**src/rtl/dsp_bus_regfile_pkg.sv**
```systemverilog
// Shared constants and address decode for the DSP bus register file.
package dsp_bus_pkg;

    localparam int unsigned STAT_OFS_STATUS = 0;
    localparam int unsigned STAT_OFS_LEVEL  = 1;
    localparam int unsigned STAT_OFS_STICKY = 2;
    localparam int unsigned STAT_OFS_MASK   = 3;
    localparam int unsigned STAT_OFS_ID     = 4;

    localparam logic [15:0] ID_CONST = 16'hC0D1;

    localparam int unsigned DEF_OUT_BASE  = 'h0010;
    localparam int unsigned DEF_STAT_BASE = 'h0020;

    typedef enum logic [2:0] {
        SEL_NONE,
        SEL_OUT,
        SEL_STATUS,
        SEL_LEVEL,
        SEL_STICKY,
        SEL_MASK,
        SEL_ID
    } reg_sel_e;

    typedef struct packed {
        reg_sel_e   sel;
        logic [3:0] idx;
    } reg_dec_t;

    // Shared by the write-commit path (captured address) and the read mux (live address).
    function automatic reg_dec_t decode(input logic [31:0] addr, input int unsigned out_base,
                                        input int unsigned stat_base, input int unsigned n_out);
        reg_dec_t d;
        d.sel = SEL_NONE;
        d.idx = '0;
        if (addr >= out_base && addr < out_base + n_out) begin
            d.sel = SEL_OUT;
            d.idx = 4'(addr - out_base);
        end else if (addr >= stat_base && addr <= stat_base + STAT_OFS_ID) begin
            case (addr - stat_base)
                STAT_OFS_STATUS: d.sel = SEL_STATUS;
                STAT_OFS_LEVEL:  d.sel = SEL_LEVEL;
                STAT_OFS_STICKY: d.sel = SEL_STICKY;
                STAT_OFS_MASK:   d.sel = SEL_MASK;
                STAT_OFS_ID:     d.sel = SEL_ID;
                default:         d.sel = SEL_NONE;
            endcase
        end
        return d;
    endfunction

endpackage

```
**src/rtl/dsp_bus_regfile_if.sv**
```systemverilog
// DSP asynchronous external-memory bus: strobes, address, split data in/out and pin enable.
interface dsp_bus_regfile_if #(
    parameter int unsigned ADDR_W = 14,
    parameter int unsigned DATA_W = 16
);
    logic [ADDR_W-1:0] ADDR;
    logic [DATA_W-1:0] DATA_IN;
    logic [DATA_W-1:0] DATA_OUT;
    logic              DATA_OE;
    logic              CSn;
    logic              WEn;
    logic              OEn;

    modport master (
        output ADDR, DATA_IN, CSn, WEn, OEn,
        input  DATA_OUT, DATA_OE
    );

    modport slave (
        input  ADDR, DATA_IN, CSn, WEn, OEn,
        output DATA_OUT, DATA_OE
    );
endinterface

```
**src/rtl/dsp_bus_regfile_fault_filter.sv**
```systemverilog
// Per-bit fault qualifier: asserts after FILT_CYCLES consecutive active cycles, drops at once.
// Compiled only when DSP_BUS_FAULT_FILTER_EN is defined.
`ifdef DSP_BUS_FAULT_FILTER_EN
module fault_filter #(
    parameter int unsigned FILT_CYCLES = 16
) (
    input  logic clk_i,
    input  logic rst_i,
    input  logic act_i,
    output logic level_o
);
    localparam int unsigned CNT_W = $clog2(FILT_CYCLES + 1);
    localparam logic [CNT_W-1:0] CNT_MAX = CNT_W'(FILT_CYCLES - 1);

    logic [CNT_W-1:0] cnt_q, cnt_d;

    // cnt_q counts earlier active cycles, so the current one completes the run.
    always_comb begin
        cnt_d = cnt_q;
        if (!act_i)
            cnt_d = '0;
        else if (cnt_q != CNT_MAX)
            cnt_d = cnt_q + 1'b1;
    end

    always_ff @(posedge clk_i) begin
        if (rst_i)
            cnt_q <= '0;
        else
            cnt_q <= cnt_d;
    end

    assign level_o = act_i && (cnt_q == CNT_MAX);
endmodule
`endif

```
**src/rtl/dsp_bus_regfile.sv**
```systemverilog
// Register file behind the DSP async bus: N output regs, status window, maskable sticky faults.
// Optional fault qualification filter: define DSP_BUS_FAULT_FILTER_EN.
module dsp_bus_regfile
    import dsp_bus_pkg::*;
#(
    parameter int unsigned ADDR_W      = 14,
    parameter int unsigned DATA_W      = 16,
    parameter int unsigned N_OUT       = 8,
    parameter int unsigned OUT_BASE    = DEF_OUT_BASE,
    parameter int unsigned STAT_BASE   = DEF_STAT_BASE,
    parameter int unsigned FAULT_W     = 8,
    parameter int unsigned FILT_CYCLES = 16
) (
    input  logic                    CLK,
    input  logic                    RESET,
    dsp_bus_regfile_if.slave        bus,
    input  logic [DATA_W-1:0]       STATUS_IN,
    input  logic [FAULT_W-1:0]      FAULT_IN,
    output logic [N_OUT*DATA_W-1:0] OUT_REGS,
    output logic                    FAULT_XINT
);

    if (N_OUT < 1 || N_OUT > 16 || FAULT_W < 1 || FAULT_W > DATA_W || FILT_CYCLES < 1) begin : g_bad_cfg
        $error("dsp_bus_regfile: parameter out of range");
    end

    logic [1:0]         cs_sync_q, we_sync_q;
    logic               we_dly_q;
    logic [FAULT_W-1:0] flt_meta_q, flt_s_q;
    logic [FAULT_W-1:0] level;

    logic [ADDR_W-1:0]              cap_addr_q, cap_addr_d;
    logic [DATA_W-1:0]              cap_data_q, cap_data_d;
    logic                           wr_pend_q, wr_pend_d;
    logic [N_OUT-1:0][DATA_W-1:0]   out_q, out_d;
    logic [FAULT_W-1:0]             sticky_q, sticky_d;
    logic [FAULT_W-1:0]             mask_q, mask_d;
    logic [FAULT_W-1:0]             w1c;
    logic                           xint_q, xint_d;
    logic [DATA_W-1:0]              rd_q, rd_d;
    logic                           we_rise, commit;
    reg_dec_t                       wdec, rdec;

    // Synchronizers idle high so reset looks like a deselected bus with no faults.
    always_ff @(posedge CLK) begin
        if (RESET) begin
            cs_sync_q  <= '1;
            we_sync_q  <= '1;
            we_dly_q   <= 1'b1;
            flt_meta_q <= '1;
            flt_s_q    <= '1;
        end else begin
            cs_sync_q  <= {cs_sync_q[0], bus.CSn};
            we_sync_q  <= {we_sync_q[0], bus.WEn};
            we_dly_q   <= we_sync_q[1];
            flt_meta_q <= FAULT_IN;
            flt_s_q    <= flt_meta_q;
        end
    end

`ifdef DSP_BUS_FAULT_FILTER_EN
    for (genvar b = 0; b < FAULT_W; b++) begin : g_filt
        fault_filter #(
            .FILT_CYCLES(FILT_CYCLES)
        ) u_filt (
            .clk_i  (CLK),
            .rst_i  (RESET),
            .act_i  (~flt_s_q[b]),
            .level_o(level[b])
        );
    end
`else
    assign level = ~flt_s_q;
`endif

    // Capture repeats every strobed cycle; the last sample before WEn rises is what commits.
    always_comb begin
        we_rise    = we_sync_q[1] & ~we_dly_q;
        commit     = we_rise & wr_pend_q;
        wdec       = decode(32'(cap_addr_q), OUT_BASE, STAT_BASE, N_OUT);
        cap_addr_d = cap_addr_q;
        cap_data_d = cap_data_q;
        wr_pend_d  = wr_pend_q;
        out_d      = out_q;
        mask_d     = mask_q;
        w1c        = '0;

        if (!cs_sync_q[1] && !we_sync_q[1]) begin
            cap_addr_d = bus.ADDR;
            cap_data_d = bus.DATA_IN;
            wr_pend_d  = 1'b1;
        end else if (commit) begin
            wr_pend_d = 1'b0;
        end

        if (commit) begin
            case (wdec.sel)
                SEL_OUT: begin
                    for (int i = 0; i < N_OUT; i++)
                        if (wdec.idx == 4'(i))
                            out_d[i] = cap_data_q;
                end
                SEL_STICKY: w1c    = cap_data_q[FAULT_W-1:0];
                SEL_MASK:   mask_d = cap_data_q[FAULT_W-1:0];
                default: ;
            endcase
        end

        // A live fault re-sets its bit even while it is being cleared.
        sticky_d = (sticky_q & ~w1c) | level;
        xint_d   = ~|(sticky_q & mask_q);
    end

    always_comb begin
        rdec = decode(32'(bus.ADDR), OUT_BASE, STAT_BASE, N_OUT);
        rd_d = '0;
        if (!bus.CSn && !bus.OEn) begin
            case (rdec.sel)
                SEL_OUT: begin
                    for (int i = 0; i < N_OUT; i++)
                        if (rdec.idx == 4'(i))
                            rd_d = out_q[i];
                end
                SEL_STATUS: rd_d = STATUS_IN;
                SEL_LEVEL:  rd_d = DATA_W'(level);
                SEL_STICKY: rd_d = DATA_W'(sticky_q);
                SEL_MASK:   rd_d = DATA_W'(mask_q);
                SEL_ID:     rd_d = DATA_W'(ID_CONST);
                default:    rd_d = '0;
            endcase
        end
    end

    always_ff @(posedge CLK) begin
        if (RESET) begin
            cap_addr_q <= '0;
            cap_data_q <= '0;
            wr_pend_q  <= 1'b0;
            out_q      <= '0;
            sticky_q   <= '0;
            mask_q     <= '1;
            xint_q     <= 1'b1;
            rd_q       <= '0;
        end else begin
            cap_addr_q <= cap_addr_d;
            cap_data_q <= cap_data_d;
            wr_pend_q  <= wr_pend_d;
            out_q      <= out_d;
            sticky_q   <= sticky_d;
            mask_q     <= mask_d;
            xint_q     <= xint_d;
            rd_q       <= rd_d;
        end
    end

    assign bus.DATA_OE  = ~bus.CSn & ~bus.OEn;
    assign bus.DATA_OUT = rd_q;
    assign OUT_REGS     = out_q;
    assign FAULT_XINT   = xint_q;

endmodule
```
**src/flat_wrapper.sv**
```systemverilog
// flat-port wrapper written by rule: the top's interface ports become plain ports
module dsp_bus_regfile_flat import dsp_bus_pkg::*;
#(
    parameter int unsigned ADDR_W      = 14,
    parameter int unsigned DATA_W      = 16,
    parameter int unsigned N_OUT       = 8,
    parameter int unsigned OUT_BASE    = DEF_OUT_BASE,
    parameter int unsigned STAT_BASE   = DEF_STAT_BASE,
    parameter int unsigned FAULT_W     = 8,
    parameter int unsigned FILT_CYCLES = 16
)
  (CLK, RESET, STATUS_IN, FAULT_IN, OUT_REGS, FAULT_XINT, bus_ADDR, bus_DATA_IN, bus_CSn, bus_WEn, bus_OEn, bus_DATA_OUT, bus_DATA_OE);
  dsp_bus_regfile_if #(.ADDR_W(ADDR_W), .DATA_W(DATA_W)) bus_i ();
  input  logic CLK;
  input  logic RESET;
  input  logic [DATA_W-1:0] STATUS_IN;
  input  logic [FAULT_W-1:0] FAULT_IN;
  output logic [N_OUT*DATA_W-1:0] OUT_REGS;
  output logic FAULT_XINT;
  input wire logic [$bits(bus_i.ADDR)-1:0] bus_ADDR;
  input wire logic [$bits(bus_i.DATA_IN)-1:0] bus_DATA_IN;
  input wire logic [$bits(bus_i.CSn)-1:0] bus_CSn;
  input wire logic [$bits(bus_i.WEn)-1:0] bus_WEn;
  input wire logic [$bits(bus_i.OEn)-1:0] bus_OEn;
  output wire logic [$bits(bus_i.DATA_OUT)-1:0] bus_DATA_OUT;
  output wire logic [$bits(bus_i.DATA_OE)-1:0] bus_DATA_OE;
  assign bus_i.ADDR = bus_ADDR;
  assign bus_i.DATA_IN = bus_DATA_IN;
  assign bus_i.CSn = bus_CSn;
  assign bus_i.WEn = bus_WEn;
  assign bus_i.OEn = bus_OEn;
  assign bus_DATA_OUT = bus_i.DATA_OUT;
  assign bus_DATA_OE = bus_i.DATA_OE;
  dsp_bus_regfile #(.ADDR_W(ADDR_W), .DATA_W(DATA_W), .N_OUT(N_OUT), .OUT_BASE(OUT_BASE), .STAT_BASE(STAT_BASE), .FAULT_W(FAULT_W), .FILT_CYCLES(FILT_CYCLES)) u_core (.CLK(CLK), .RESET(RESET), .bus(bus_i), .STATUS_IN(STATUS_IN), .FAULT_IN(FAULT_IN), .OUT_REGS(OUT_REGS), .FAULT_XINT(FAULT_XINT));
endmodule
```
**config.mk**
```make
export PLATFORM = sky130hd
export DESIGN_NAME = dsp_bus_regfile_flat
export DESIGN_NICKNAME = d
export VERILOG_FILES = /design/src/rtl/dsp_bus_regfile_pkg.sv /design/src/rtl/dsp_bus_regfile_if.sv /design/src/rtl/dsp_bus_regfile_fault_filter.sv /design/src/rtl/dsp_bus_regfile.sv /design/src/flat_wrapper.sv
export SDC_FILE = /design/constraint.sdc
export NUM_CORES = 1
export LEC_CHECK = 0
export ABC_AREA = 1
export CAP_MARGIN = 20
export CORE_UTILIZATION = 68
export DETAILED_ROUTE_END_ITERATION = 16
export DONT_BUFFER_PORTS = 1
export PLACE_DENSITY = 0.84
export SETUP_SLACK_MARGIN = 0.05
export SYNTH_ARGS = -nofsm -noshare
export SYNTH_HDL_FRONTEND = slang
export SYNTH_HIERARCHICAL = 1
export SYNTH_SLANG_ARGS = --single-unit
export TNS_END_PERCENT = 100
```
**constraint.sdc**
```tcl
create_clock -name CLK -period 4.3 [get_ports CLK]
set_input_delay 1.29 -clock CLK [delete_from_list [all_inputs] [get_ports CLK]]
set_output_delay 1.29 -clock CLK [all_outputs]
set_load 0.03 [all_outputs]
```
==> impl_results.md, run 1 <==
* Status: complete, no violations
* Critical path class: input pin to register
* RSZ-0062 raised after global routing: false
* CP Cell Sequence: nor2_1 > nand2_1 > nor2_4 > nand3_2 > nor2_4 > nand2_2 > inv_2 > a21oi_1 > nand2_1 > nand2_1 > a21oi_1
* Mean area per synthesized cell at 7.53 um^2
* Pleak at 4.23 nW
* Global-route wire length before repair at 45,300 um
* Vias in the first global route at 8,565
* Final wirelength at 29,600 um
* Seq/Total Area, Yosys at 44.3%
* Final Max Tran Viols at 0
* DR pass1 iterations at 6
* Rel. slew slack at 32.6%
* Row cnt at 43
* Most Frequent Cell on Critical Path: nand2_1
* H-tree depth at 1
* Overall die width at 121 um
* Avg Vias per Cell at 6.39
* Most frequent cells in the layout: 213 x dfxtp_1, 178 x a21oi_1, 154 x o21ai_0
* Hold endpoint: u_core/flt_s_q[1]
* Top_reg_cell synth: dfxtp_1
* Largest net degree at the start of global routing at 133
* Pwr Density at 392 mW/mm^2
* Post-Synthesis Cells at 1,278
* CTS sink cnt at 213
* Tightest Pin Transition at 1010 ps
* Hold buffers post-CTS at 0
* Slowest Stage Delay on Critical Path at 400 ps
* DP HPWL at 20,000 um
* Clock Skews at 26.3 ps
* EDFF count, synth at 0
* Gpl congestion at 0.983
* Post-CTS resize count at 0
* CTS tree: yes
* Worst min path class: register to register
* Die height at 121 um
* Max rail drop VDD at 365 uV
* Remaining DRCs at 0
* CTS buffer count at 22
* Fin. Hold Viols at 0
* Num ports at 205
* Cell Area, Synth at 0.00962 mm^2
* Hold Path Origin: u_core/flt_meta_q[1]
* Clk_lat worst skew at 510 ps
* TNS Setup at 0 ps
* Crit path DAT at 3690 ps
* Clk buf depth at 3
* Fin crit period at 3270 ps
* R2R depth at 14
* Slack of the worst reg-to-reg path at 1980 ps
* Post-DP Area at 0.00964 mm^2
* Placeable Area at 0.0138 mm^2
* Initial Util at 69.6%
* CTS root buf: clkbuf_16
* Routed Antenna Nets at 0
* Layout cells sized above 1 at 11.6%
* Cell area after layout at 0.0104 mm^2
* Critical path peak fanout at 17
* Ant diodes at 0
* Global-route usage over all layers at 39.7%
* Commonest non-fill, non-tap cell in the layout: dfxtp_1
* Die footprint at 0.0146 mm^2
* Fill count at 1,059
* Post-synth ARST share at 0%
* Post-CTS Setup Bufs at 0
* Period utilization at 76.0%
* Max-capacitance violation count at 0
* Syn_nets at 1,339
* Wire per inst at 20.6 um
* Reg2reg start: u_core/cap_addr_q[5]
* Initial antenna violation count at 0
* Total gr overflow at 0
* Final setup viols at 0
* Seq cells post-synth at 213
* Total power at 4.08 mW
* Syn-to-layout area delta at 8.10%
* CTS clk-pin slew, worst paths at 60 ps
* Slowest CP cell: nor2_4
* Final net count at 1,305
* Via count at 9,202
* CP endpoint kind: register
* Storage element area at 0.00426 mm^2
* DR iter-0 viols at 1,004
* Critical Path RT at 4720 ps
* Hold Path Cell Cnt at 1
* Unique masters post-synth at 42
* Fmax at 306 MHz
* Synth warnings at 6
* PortBufs at 0
* Capture point of the worst reg-to-reg path: u_core/sticky_q[2]
* Crit start category: input pin
* Multi-input gate area at 0.00471 mm^2
[sequential cells by signal, summed over array words and instances, names as in the netlist]
register and count:
u_core/FAULT_XINT 1, u_core/OUT_REGS 128, u_core/bus.DATA_OUT 16, u_core/cap_addr_q 14
u_core/cap_data_q 16, u_core/cs_sync_q 2, u_core/flt_meta_q 8, u_core/flt_s_q 8
u_core/mask_q 8, u_core/sticky_q 8, u_core/we_dly_q 1, u_core/we_sync_q 2
u_core/wr_pend_q 1
[cell type report]
type,instances,share of cell area [%]
sequential,213,41.0
inverter,82,2.98
clock inverter,4,0.818
multi-input combinational,908,45.3
timing repair buffer,17,1.42
tap,180,2.16
clock buffer,35,6.34
[worst max-delay path by stage]
stage / from / end / slack (ps) / cells after the start
floorplan: bus_CSn / bus_DATA_OE / 1200 / 1
global route: bus_ADDR[13] / u_core/bus.DATA_OUT[2] / 900 / 11
CTS: bus_CSn / bus_DATA_OE / 1120 / 1
finish: bus_ADDR[13] / u_core/bus.DATA_OUT[2] / 1030 / 11
detailed placement: bus_ADDR[13] / u_core/bus.DATA_OUT[2] / 660 / 11
global placement: bus_ADDR[13] / u_core/bus.DATA_OUT[6] / 680 / 11
[cells in the mapped netlist (2+ instances only)]
master | instances | area [um^2]
dfxtp_1 | 213 | 4260
buf_1 | 2 | 7.51
o21ai_0 | 154 | 771
nor2_4 | 10 | 113
nor2_8 | 2 | 40.0
nor4_4 | 4 | 85.1
clkinv_1 | 9 | 33.8
nor3_4 | 3 | 48.8
a211oi_1 | 18 | 135
clkbuf_1 | 41 | 154
nor3_1 | 6 | 30.0
inv_2 | 9 | 33.8
ha_1 | 2 | 25.0
o21ai_1 | 38 | 190
or2_2 | 21 | 131
nor3_2 | 4 | 40.0
a221oi_1 | 2 | 17.5
nand4_1 | 24 | 150
nor2_2 | 14 | 87.6
buf_2 | 24 | 120
buf_4 | 7 | 52.6
nand3b_1 | 5 | 37.5
nand3_1 | 113 | 566
nor2_1 | 131 | 492
inv_1 | 63 | 236
nand3_2 | 5 | 50.1
a21oi_1 | 178 | 891
nand2_2 | 8 | 50.1
a22o_1 | 2 | 17.5
a21oi_2 | 10 | 87.6
nand2_1 | 145 | 544
[critical path: cells and delay by family]
| family | cells | cell delay, ps |
|---|---|---|
| compound gates | 2 | 240 |
| simple gates | 8 | 1780 |
| buf+inv | 1 | 390 |
[per-stage QoR]
step	util, %	hold WS [ps]	cells	setup WS (ps)
after global placement	69.7	392	1399	677
after floorplan	-	389	1278	1200
after CTS	75.1	412	1438	1120
after global routing	75.2	420	1439	902
final	75.2	413	1439	1030
after detailed placement	69.7	397	1399	661
[cell families (layout without fill, tap and decap cells)]
kind of cell / count (synthesis) / count (layout) / synth area share, %
flip-flops: 213 / 213 / 44.3
AO/OA/AOI/OAI: 409 / 409 / 22.7
adder cells (fa/ha/maj): 2 / 2 / 0.260
buffers and inverters: 157 / 138 / 6.80
AND/OR/NAND/NOR: 497 / 497 / 25.9
[per-layer routing]
metal / vias up / part of all wire (%) / track usage [%]
li1: 4303 / - / -
met4: 0 / 4.9 / 20.4
met3: 123 / 10 / 11.3
met1: 4225 / 37 / 46.0
met2: 551 / 47 / 66.6
met5: - / 0 / 0
[report_power, final]
group / leakage (nW) / total [mW] / switching, mW / internal, mW
combinational: 2.15 / 0.123 / 0.0865 / 0.0364
sequential: 1.72 / 2.00 / 0.0131 / 1.99
clock: 0.362 / 1.95 / 0.776 / 1.17
total: 4.23 / 4.08 / 0.875 / 3.20
(Power assumes the default switching activity.)
==> run 2, diff against run 1 <==
--- a/config.mk
+++ b/config.mk
@@ -7,10 +7,10 @@
 export LEC_CHECK = 0
 export ABC_AREA = 1
 export CAP_MARGIN = 20
-export CORE_UTILIZATION = 68
+export CORE_UTILIZATION = 57
 export DETAILED_ROUTE_END_ITERATION = 16
 export DONT_BUFFER_PORTS = 1
-export PLACE_DENSITY = 0.84
+export PLACE_DENSITY = 0.75
 export SETUP_SLACK_MARGIN = 0.05
 export SYNTH_ARGS = -nofsm -noshare
 export SYNTH_HDL_FRONTEND = slang
==> constraint.sdc (replaced) <==
create_clock -name CLK -period 2.98 [get_ports CLK]
set_input_delay 0.894 -clock CLK [delete_from_list [all_inputs] [get_ports CLK]]
set_output_delay 0.894 -clock CLK [all_outputs]
set_load 0.03 [all_outputs]
==> run 2 against run 1 <==
Final cell count is 4.4% higher. Worst hold slack worse by 12 ps. Die area is 19% higher. Sequential cell count stayed put. Non-clock buffer count is 21 higher. First-iteration DRC count is 8.0% higher. Power is 47% higher. Via count is 1.2% lower. Register-to-register slack worse by 1400 ps. Clock skew is 7.3 ps lower. Final area is 2.7% higher. Utilization is 11 points lower. Critical endpoint is now u_core/bus.DATA_OUT[6]. Largest power group is now the clock network. Highest routed layer is now met5.
==> impl_results.md, run 2 (synthesis gave the netlist of run 1 again) <==
* Routed Antenna Nets at 0
* Clk buf depth at 3
* Multi-input gate area at 0.00471 mm^2
* Final net count at 1,327
* Syn-to-layout area delta at 11.0%
* CP endpoint kind: register
* Hold endpoint: u_core/flt_s_q[5]
* Hold Path Cell Cnt at 1
* Remaining DRCs at 0
* Max rail drop VDD at 483 uV
* Fmax at 400 MHz
* Hold buffers post-CTS at 0
* Critical path peak fanout at 9
* Via count at 9,096
* Layout cells sized above 1 at 13.5%
* Vias in the first global route at 8,256
* Pwr Density at 562 mW/mm^2
* Tightest Pin Transition at 725 ps
* H-tree depth at 1
* Routed length on met2 at 14,100 um
* Num ports at 205
* Storage element area at 0.00426 mm^2
* Hold Path Origin: u_core/flt_meta_q[5]
* Reg2reg start: u_core/cap_addr_q[5]
* Capture point of the worst reg-to-reg path: u_core/mask_q[3]
* Wire per inst at 20.4 um
* CTS clk-pin slew, worst paths at 60 ps
* CTS sink cnt at 213
* DR pass1 iterations at 6
* Largest net degree at the start of global routing at 92
* CTS root buf: clkbuf_16
* Worst min path class: register to register
* Fill count at 1,449
* Gpl congestion at 0.915
* Clk_lat worst skew at 520 ps
* Final setup viols at 0
* Crit path DAT at 2900 ps
* Slack of the worst reg-to-reg path at 560 ps
* Critical Path RT at 3380 ps
* PortBufs at 0
* Post-CTS resize count at 0
* Clock Skews at 19.0 ps
* Crit start category: input pin
* Most frequent cells in the layout: 213 x dfxtp_1, 178 x a21oi_1, 154 x o21ai_0
* Critical path class: input pin to register
* R2R depth at 12
* Initial Util at 58.2%
* Pleak at 4.36 nW
* Max FFs per register at 128
* Initial antenna violation count at 1
* Final wirelength at 30,600 um
* Die height at 132 um
* Fin crit period at 2500 ps
* Global-route wire length before repair at 46,600 um
* Fin. Hold Viols at 0
* DR WL met3 at 3240 um
* Max-capacitance violation count at 0
* Overall die width at 132 um
* Rel. slew slack at 51.6%
* Global-route usage over all layers at 34.4%
* Commonest non-fill, non-tap cell in the layout: dfxtp_1
* Avg Vias per Cell at 6.06
* Placeable Area at 0.0165 mm^2
* DR iter-0 viols at 1,084
* Met1 Routed Length at 11,800 um
* Max Used Layer: met5
* CTS buffer count at 23
* Status: complete, no violations
* Period utilization at 84.0%
* CTS tree: yes
* Total gr overflow at 0
* DP HPWL at 21,900 um
* Final Max Tran Viols at 0
* Row cnt at 47
* Ant diodes at 0
* Total power at 6.00 mW
* Post-CTS Setup Bufs at 0
* Die footprint at 0.0174 mm^2
* RSZ-0062 raised after global routing: false
* Final Core Density at 64.7%
==> run 2: cell count changes in the layout (fill, tap and decap cells not counted), sizes merged <==
cell	change
buf	+21
clkbuf	-4
clkinv	+4
clkinvlp	+2
==> run 2: cell type report <==
class	count	share of cell area, %
inverter	82	2.90
timing repair buffer	38	3.14
sequential	213	39.9
clock buffer	31	6.14
clock inverter	10	1.23
tap	220	2.58
multi-input combinational	908	44.1
==> run 2: layer usage <==
layer  track usage (%)  vias up
li1                  -     4350
met1              42.7     4196
met2              54.7      462
met3              10.4       86
met4              16.4        2
met5                 0        -
==> run 2: how the worst max path moves through the flow <==
stage                                   to  depth (start not counted)  slack, ps        start
global route        u_core/bus.DATA_OUT[7]                         15        250  bus_ADDR[6]
floorplan           u_core/bus.DATA_OUT[6]                         13        330  bus_ADDR[5]
finish              u_core/bus.DATA_OUT[6]                         15        480  bus_ADDR[6]
global placement    u_core/bus.DATA_OUT[6]                         16        -10  bus_ADDR[6]
detailed placement  u_core/bus.DATA_OUT[6]                         15        -40  bus_ADDR[6]
CTS                 u_core/bus.DATA_OUT[6]                         15        500  bus_ADDR[6]
==> run 2: critical path, cell delays in order <==
cell and delay [ps]:
inv_1 100, ha_1 210, inv_1 70, nand2_1 70
nand2_1 60, nor2_2 180, nand3_2 180, nor2_4 210
nand2_1 80, nand2_2 190, nor2_4 110, nand3_1 80
nand2_1 50, nor2_1 320, a21oi_2 80
==> run 2: stage by stage <==
| step | TNS, ps | instances | area [um^2] | setup WS (ps) | hold WS [ps] |
|---|---|---|---|---|---|
| 2_1_floorplan | 0 | 1278 | 9620 | 326 | 389 |
| 3_3_place_gp | -10.3 | 1461 | 9900 | -10.3 | 394 |
| 3_5_place_dp | -71.1 | 1461 | 9900 | -43.8 | 393 |
| 4_1_cts | 0 | 1502 | 10700 | 500 | 403 |
| 5_1_grt | 0 | 1502 | 10700 | 255 | 419 |
| 6_report | 0 | 1502 | 10700 | 477 | 401 |
==> run 2: report_power, final <==
group | internal [mW] | total [mW] | switching (mW)
sequential | 2.87 | 2.89 | 0.0193
clock | 1.74 | 2.93 | 1.19
combinational | 0.0596 | 0.186 | 0.126
total | 4.67 | 6.00 | 1.34
